==> src/rtl/alu_pkg.sv <==
// alu_pkg: ALUOp codes, RV32I opcode/funct3 constants and issue FSM states shared by the ALU and its controller.
package alu_pkg;
    localparam logic [4:0] ALU_NOP   = 5'd0;
    localparam logic [4:0] ALU_ADD   = 5'd1;
    localparam logic [4:0] ALU_SUB   = 5'd2;
    localparam logic [4:0] ALU_SLT   = 5'd3;
    localparam logic [4:0] ALU_SLTU  = 5'd4;
    localparam logic [4:0] ALU_XOR   = 5'd5;
    localparam logic [4:0] ALU_OR    = 5'd6;
    localparam logic [4:0] ALU_AND   = 5'd7;
    localparam logic [4:0] ALU_SLL   = 5'd8;
    localparam logic [4:0] ALU_SRL   = 5'd9;
    localparam logic [4:0] ALU_SRA   = 5'd10;
    localparam logic [4:0] ALU_LUI   = 5'd11;
    localparam logic [4:0] ALU_AUIPC = 5'd12;
    localparam logic [4:0] ALU_BLTU  = 5'd13;

    localparam logic [6:0] OPC_LUI    = 7'b0110111;
    localparam logic [6:0] OPC_AUIPC  = 7'b0010111;
    localparam logic [6:0] OPC_OPIMM  = 7'b0010011;
    localparam logic [6:0] OPC_OP     = 7'b0110011;
    localparam logic [6:0] OPC_BRANCH = 7'b1100011;

    localparam logic [2:0] F3_ADD  = 3'd0;
    localparam logic [2:0] F3_SLL  = 3'd1;
    localparam logic [2:0] F3_SLT  = 3'd2;
    localparam logic [2:0] F3_SLTU = 3'd3;
    localparam logic [2:0] F3_XOR  = 3'd4;
    localparam logic [2:0] F3_SR   = 3'd5;
    localparam logic [2:0] F3_OR   = 3'd6;
    localparam logic [2:0] F3_AND  = 3'd7;

    typedef enum logic [1:0] {ST_IDLE, ST_ISSUE, ST_CAPT, ST_RESP} state_t;

    // alt selects SUB over ADD and SRA over SRL
    function automatic logic [4:0] arith_op(input logic [2:0] f3, input logic alt);
        case (f3)
            F3_ADD:  arith_op = alt ? ALU_SUB : ALU_ADD;
            F3_SLL:  arith_op = ALU_SLL;
            F3_SLT:  arith_op = ALU_SLT;
            F3_SLTU: arith_op = ALU_SLTU;
            F3_XOR:  arith_op = ALU_XOR;
            F3_SR:   arith_op = alt ? ALU_SRA : ALU_SRL;
            F3_OR:   arith_op = ALU_OR;
            default: arith_op = ALU_AND;
        endcase
    endfunction
endpackage

==> src/rtl/rv32_alu_decode.sv <==
// rv32_alu_decode: maps an RV32I word onto ALU operation, immediate and branch/illegal flags.
module rv32_alu_decode
    import alu_pkg::*;
(
    input  logic [31:0] instr,
    output logic [4:0]  alu_op,
    output logic        use_imm,
    output logic [31:0] imm,
    output logic        is_branch,
    output logic [2:0]  br_kind,
    output logic        is_lui,
    output logic        is_auipc,
    output logic        illegal
);
    logic [6:0]  opc, f7;
    logic [2:0]  f3;
    logic [31:0] imm_i, imm_u, imm_b;
    assign opc   = instr[6:0];
    assign f3    = instr[14:12];
    assign f7    = instr[31:25];
    assign imm_i = {{20{instr[31]}}, instr[31:20]};
    assign imm_u = {instr[31:12], 12'b0};
    assign imm_b = {{19{instr[31]}}, instr[31], instr[7], instr[30:25], instr[11:8], 1'b0};
    always_comb begin
        alu_op    = ALU_NOP;
        use_imm   = 1'b0;
        imm       = '0;
        is_branch = 1'b0;
        br_kind   = f3;
        is_lui    = 1'b0;
        is_auipc  = 1'b0;
        illegal   = 1'b1;
        case (opc)
            OPC_LUI: begin
                alu_op  = ALU_LUI;
                use_imm = 1'b1;
                imm     = imm_u;
                is_lui  = 1'b1;
                illegal = 1'b0;
            end
            OPC_AUIPC: begin
                alu_op   = ALU_AUIPC;
                use_imm  = 1'b1;
                imm      = imm_u;
                is_auipc = 1'b1;
                illegal  = 1'b0;
            end
            OPC_OPIMM, OPC_OP: begin
                use_imm = opc == OPC_OPIMM;
                imm     = imm_i;
                alu_op  = arith_op(f3, f7[5] & (f3 == F3_SR || (opc == OPC_OP && f3 == F3_ADD)));
                illegal = opc == OPC_OP ? !(f7 == 7'h00 || (f7 == 7'h20 && (f3 == F3_ADD || f3 == F3_SR)))
                        : f3 == F3_SLL ? f7 != 7'h00
                        : f3 == F3_SR  ? !(f7 == 7'h00 || f7 == 7'h20) : 1'b0;
            end
            OPC_BRANCH: begin
                is_branch = 1'b1;
                imm       = imm_b;
                // signed compares go through SLT so A-B overflow cannot flip the result
                alu_op    = !f3[2] ? ALU_SUB : f3[1] ? ALU_BLTU : ALU_SLT;
                illegal   = f3[2:1] == 2'b01;
            end
            default: ;
        endcase
    end
endmodule

==> src/rtl/alu_issue_ctrl.sv <==
// alu_issue_ctrl: issues one RV32I op to the registered ALU, captures C/Zero and returns writeback or branch result.
module alu_issue_ctrl
    import alu_pkg::*;
#(
    parameter int XLEN = 32,
    parameter int OPW  = 5
) (
    input  logic            clk,
    input  logic            rstn,
    input  logic            in_valid,
    output logic            in_ready,
    input  logic [31:0]     in_instr,
    input  logic [XLEN-1:0] in_rs1_val,
    input  logic [XLEN-1:0] in_rs2_val,
    input  logic [XLEN-1:0] in_pc,
    output logic [XLEN-1:0] alu_A,
    output logic [XLEN-1:0] alu_B,
    output logic [OPW-1:0]  alu_op,
    output logic [XLEN-1:0] alu_pc,
    input  logic [XLEN-1:0] alu_C,
    input  logic [7:0]      alu_zero,
    output logic            out_valid,
    input  logic            out_ready,
    output logic [4:0]      out_rd,
    output logic            out_we,
    output logic [XLEN-1:0] out_wdata,
    output logic            out_br_taken,
    output logic [XLEN-1:0] out_br_target,
    output logic            out_illegal
);
    state_t          state, state_n;
    logic [4:0]      d_op;
    logic            d_use_imm, d_branch, d_lui, d_auipc, d_illegal;
    logic [31:0]     d_imm;
    logic [2:0]      d_kind, kind_q;
    logic [XLEN-1:0] b_raw, a_eff, b_eff, tgt_q;
    logic [4:0]      rd_q;
    logic            br_q, accept, zero_unused;

    rv32_alu_decode u_dec (
        .instr     (in_instr),
        .alu_op    (d_op),
        .use_imm   (d_use_imm),
        .imm       (d_imm),
        .is_branch (d_branch),
        .br_kind   (d_kind),
        .is_lui    (d_lui),
        .is_auipc  (d_auipc),
        .illegal   (d_illegal)
    );

    assign in_ready    = state == ST_IDLE;
    assign accept      = in_ready & in_valid;
    assign zero_unused = ^alu_zero[7:1];
    assign b_raw       = d_use_imm ? d_imm : in_rs2_val;
    assign b_eff       = (d_op == ALU_SLL || d_op == ALU_SRL || d_op == ALU_SRA) ? {{(XLEN-5){1'b0}}, b_raw[4:0]} : b_raw;
    assign a_eff       = (d_lui | d_auipc) ? '0 : in_rs1_val;

    always_ff @(posedge clk) begin
        if (!rstn) state <= ST_IDLE;
        else       state <= state_n;
    end

    always_comb begin
        state_n = state;
        case (state)
            ST_IDLE:  if (in_valid) state_n = d_illegal ? ST_RESP : ST_ISSUE;
            ST_ISSUE: state_n = ST_CAPT;
            ST_CAPT:  state_n = ST_RESP;
            ST_RESP:  if (out_ready) state_n = ST_IDLE;
            default:  state_n = ST_IDLE;
        endcase
    end

    // alu_* load on accept so they are stable through ISSUE and hold afterwards
    always_ff @(posedge clk) begin
        if (!rstn) begin
            {alu_A, alu_B, alu_op, alu_pc} <= '0;
            {rd_q, br_q, kind_q, tgt_q} <= '0;
            {out_valid, out_rd, out_we, out_wdata, out_br_taken, out_br_target, out_illegal} <= '0;
        end else begin
            if (accept && !d_illegal) begin
                alu_A  <= a_eff;
                alu_B  <= b_eff;
                alu_op <= d_op;
                alu_pc <= in_pc;
                rd_q   <= d_branch ? 5'd0 : in_instr[11:7];
                br_q   <= d_branch;
                kind_q <= d_kind;
                tgt_q  <= in_pc + d_imm;
            end
            if (accept && d_illegal) begin
                {out_rd, out_we, out_wdata, out_br_taken, out_br_target} <= '0;
                out_illegal <= 1'b1;
                out_valid   <= 1'b1;
            end
            if (state == ST_CAPT) begin
                out_valid     <= 1'b1;
                out_illegal   <= 1'b0;
                out_rd        <= rd_q;
                out_we        <= !br_q && rd_q != 5'd0;
                out_wdata     <= br_q ? '0 : alu_C;
                out_br_taken  <= br_q & ((kind_q[2] ? alu_C[0] : alu_zero[0]) ^ kind_q[0]);
                out_br_target <= br_q ? tgt_q : '0;
            end
            if (state == ST_RESP && out_ready) out_valid <= 1'b0;
        end
    end
endmodule

==> config.mk <==
export PLATFORM = sky130hd
export DESIGN_NAME = alu_issue_ctrl
export DESIGN_NICKNAME = d
export VERILOG_FILES = /design/src/rtl/alu_pkg.sv /design/src/rtl/rv32_alu_decode.sv /design/src/rtl/alu_issue_ctrl.sv
export SDC_FILE = /design/constraint.sdc
export NUM_CORES = 1
export LEC_CHECK = 0
export ABC_AREA = 1
export CAP_MARGIN = 10
export CORE_MARGIN = 1
export CORE_UTILIZATION = 30
export DETAILED_ROUTE_END_ITERATION = 10
export GPL_ROUTABILITY_DRIVEN = 1
export GPL_TIMING_DRIVEN = 0
export SYNTH_ARGS = -nofsm -noshare
export SYNTH_HDL_FRONTEND = slang
export SYNTH_SLANG_ARGS = --single-unit
==> constraint.sdc <==
create_clock -name clk -period 6.2 [get_ports clk]
set_input_delay 1.55 -clock clk [delete_from_list [all_inputs] [get_ports clk]]
set_output_delay 1.55 -clock clk [all_outputs]
set_load 0.05 [all_outputs]
==> impl_metrics.py <==
metrics = {
    "cts": {
        "clock_path_buffers": 3,
        "ctsHoldBuffers": 0,
        "path_clk_slew_ps": 60,
        "numCtsBuffers": 25,
        "tritoncts_num_sinks": 215,
        "cts-root-buf": "clkbuf_16",
        "cts_setup_buffers": 0,
        "tritoncts": "built",
        "clock_latency_ps": 570,
        "cts.repair.resized": 0,
        "ctsHtreeMaxLevel": 1,
    },
    "synth": {
        "synth_edf_count": 0,
        "synthFlopType": "dfxtp_1",
        "yosysMostFrequentCell": "nand2_1",
        "synth_nets": 2014,
        "syn-cell-area_mm2": 0.0115,
        "synth_common_cells": "nand2_1, dfxtp_1, a21oi_1",
        "synthArstFlopShare": 0,
        "ys_ff_latch": 215,
        "yosys_warnings": 0,
        "yosys-top-cells-area": "dfxtp_1, nand2_1, a21oi_1",
        "yosys.area.top_type": "dfxtp_1",
        "synthDominantCellAreaShare": 0.375,
        "syn_area_per_cell_um2": 6.35,
        "syn_inst": 1807,
        "synth.distinct_cells": 40,
        "ys_seq_area_frac": 0.375,
    },
    "status": {
        "status": "finished clean",
    },
    "power_and_ir_drop": {
        "p_switching_w": 0.00132,
        "seq_power_share": 0.372,
        "combPwrFrac": 0.244,
        "p_sw_frac": 0.328,
        "power.total_w": 0.00400,
        "power.leakage_nw": 7.15,
        "ir_worst_vdd_mv": 0.189,
        "power_density_mw_per_mm2": 245,
        "p_int_w": 0.00269,
        "clockPowerShare": 0.384,
    },
    "cells_and_area": {
        "num-fill-cells": 4057,
        "drive_gt1_frac": 0.0475,
        "synthToLayoutAreaGrowth_pct": 42.4,
        "finalInstanceArea_mm2": 0.0163,
        "final_nets": 2377,
        "final_cells": 2702,
    },
    "global_routing": {
        "grt.overflow.total": 0,
        "antenna_found_initial": 1,
        "grt_pass1_wl_um": 67800,
        "track_usage": 0.228,
        "grt_pass1_vias": 11800,
        "grt_max_degree": 14,
    },
    "timing": {
        "fmax_mhz": 214,
        "setup_ws_ps": 1520,
        "slew_violations": 0,
        "skew_ps": 17.3,
        "fin_setup_tns_ps": 0,
        "hold_viol": 0,
        "maxSlewHeadroom": 0.422,
        "fin_crit_ps": 4680,
        "fin_crit_sh": 0.754,
        "worst_pin_slew_ps": 858,
        "rsz0062_at_grt": "false",
        "setup_viol": 0,
    },
    "placement": {
        "place.gp.congestion": 0.983,
        "dp_slack_ps": 997,
        "dpl.cell_count": 2654,
        "portBuffers": 336,
        "place_area_mm2": 0.0155,
        "dp_hpwl_um": 36800,
    },
    "setup_path": {
        "crit_fanout": 10,
        "cpPeakStageDelay_ps": 560,
        "cpMostUsedCell": "nand2_1",
        "cp.required_ps": 6660,
        "start_kind": "input pin",
        "crit_slowest_cell": "clkbuf_1",
        "end_kind": "flip-flop",
        "worstPathArrival_ps": 5140,
        "crit_chain": "clkdlybuf4s50_1, inv_2, nand2_1, inv_2, nand3_1, clkbuf_1, o21ai_0, ha_1, nand2_1, inv_1, nand2_1, nor4_1, nand2_1, nand3_1, nand3_1, and2_1",
        "worstSetupPathType": "input pin to flip-flop",
    },
    "run": {
        "cap_violations": 0,
    },
    "floorplan": {
        "io-pin-count": 347,
        "dieArea_mm2": 0.0390,
        "rows": 71,
        "die_x_um": 198,
        "initial_core_util": 0.305,
        "die_h_um": 198,
        "core_mm2": 0.0377,
    },
    "detailed_routing": {
        "antenna_left": 0,
        "routed_wl_um": 45600,
        "drc": 0,
        "avgRoutedWirePerCell_um": 16.9,
        "avgViaCountPerCell": 4.68,
        "vias": 12600,
        "dr.pass1.iters": 5,
        "drt-initial-drc-count": 840,
    },
    "hold_path": {
        "min_path_type": "flip-flop to flip-flop",
    },
}
-- layer usage --
layer | wire [um] | GRT usage
met1 | 20500 | 0.309
met2 | 20200 | 0.361
met3 | 3270 | 0.0355
met4 | 1650 | 0.0853
met5 | 0 | 0
-- per-stage QoR --
stage	util	hold WS, ps
finish	0.434	464
detailed placement	0.411	455
CTS	0.434	465
floorplan	-	436
global route	0.434	475
global placement	0.411	453
-- worst paths after layout --
kind	end	depth (start not counted)	slack (ps)	start
hold reg to reg	alu_pc[16]$_SDFFE_PN0P_	2	460	alu_pc[16]$_SDFFE_PN0P_
hold / removal	alu_pc[16]$_SDFFE_PN0P_	2	460	alu_pc[16]$_SDFFE_PN0P_
setup reg to reg	out_wdata[11]$_SDFFE_PN0P_	8	3840	state[0]$_SDFFE_PN0P_
setup / recovery	tgt_q[31]$_SDFFE_PN0P_	16	1520	in_instr[6]
-- registers in the layout, indices dropped and copies added, names as in the netlist --
register	flops
out_valid	1
alu_B	32
tgt_q	32
br_q	1
out_wdata	32
alu_A	32
out_rd	5
out_illegal	1
kind_q	2
alu_pc	32
out_br_target	32
alu_op	4
state	2
out_br_taken	1
out_we	1
rd_q	5
-- cell type report --
type                       count  area (um2)  share of cell area
multi-input combinational   1297        5900               0.361
sequential                   215        4300               0.263
timing repair buffer         336        3360               0.206
inverter                     205         769              0.0471
clock buffer                  34         719              0.0440
tap                          511         639              0.0391
buffer                        90         498              0.0305
clock inverter                12         135             0.00827
antenna                        2        5.00            0.000306
-- cell usage in the layout (no fill, tap or decap), types with 2 or more instances in the layout --
master,n
nand2_1,701
clkdlybuf4s50_1,336
dfxtp_1,215
a21oi_1,195
inv_1,192
nor2_1,130
nand3_1,119
clkbuf_1,45
ha_1,34
clkbuf_16,25
o21ai_0,23
o21ai_1,18
buf_2,14
buf_6,14
xor2_1,13
inv_2,11
nand4_1,10
nor3_1,10
buf_4,10
buf_1,10
a211oi_1,7
and2_1,6
clkbuf_8,6
clkinv_2,6
nand2_2,5
o22ai_1,4
o21bai_1,4
diode_2,2
nand2_4,2
xnor2_1,2
clkinv_1,2
clkinv_4,2
bufinv_16,2
-- power by group through the flow --
stage	combinational [W]	sequential, W	clock [W]
after floorplan	0.000394	0.00172	0
after global placement	0.000968	0.00152	0
after detailed placement	0.000976	0.00152	0
after CTS	0.000981	0.00149	0.00157
after global routing	0.00105	0.00150	0.00162
final	0.000978	0.00149	0.00154
-- critical path: cells and delay by family --
| kind | cells | cell delay (ps) |
|---|---|---|
| fa+ha+maj | 1 | 510 |
| compound gates | 1 | 430 |
| simple gates | 9 | 1330 |
| buf+inv | 5 | 1310 |
-- logic make-up after synthesis --
logic type | after synthesis | share of synthesized area
and+or+nand+nor | 990 | 0.348
xor gates and xnor gates | 15 | 0.0114
DFF | 215 | 0.375
adders and majority gates | 35 | 0.0388
muxes | 1 | 0.000872
AOI/OAI and AO/OA | 255 | 0.115
other | 1 | 0.000327
buffers and inverters | 295 | 0.110
Note: power is estimated with default switching activity, not from simulation.
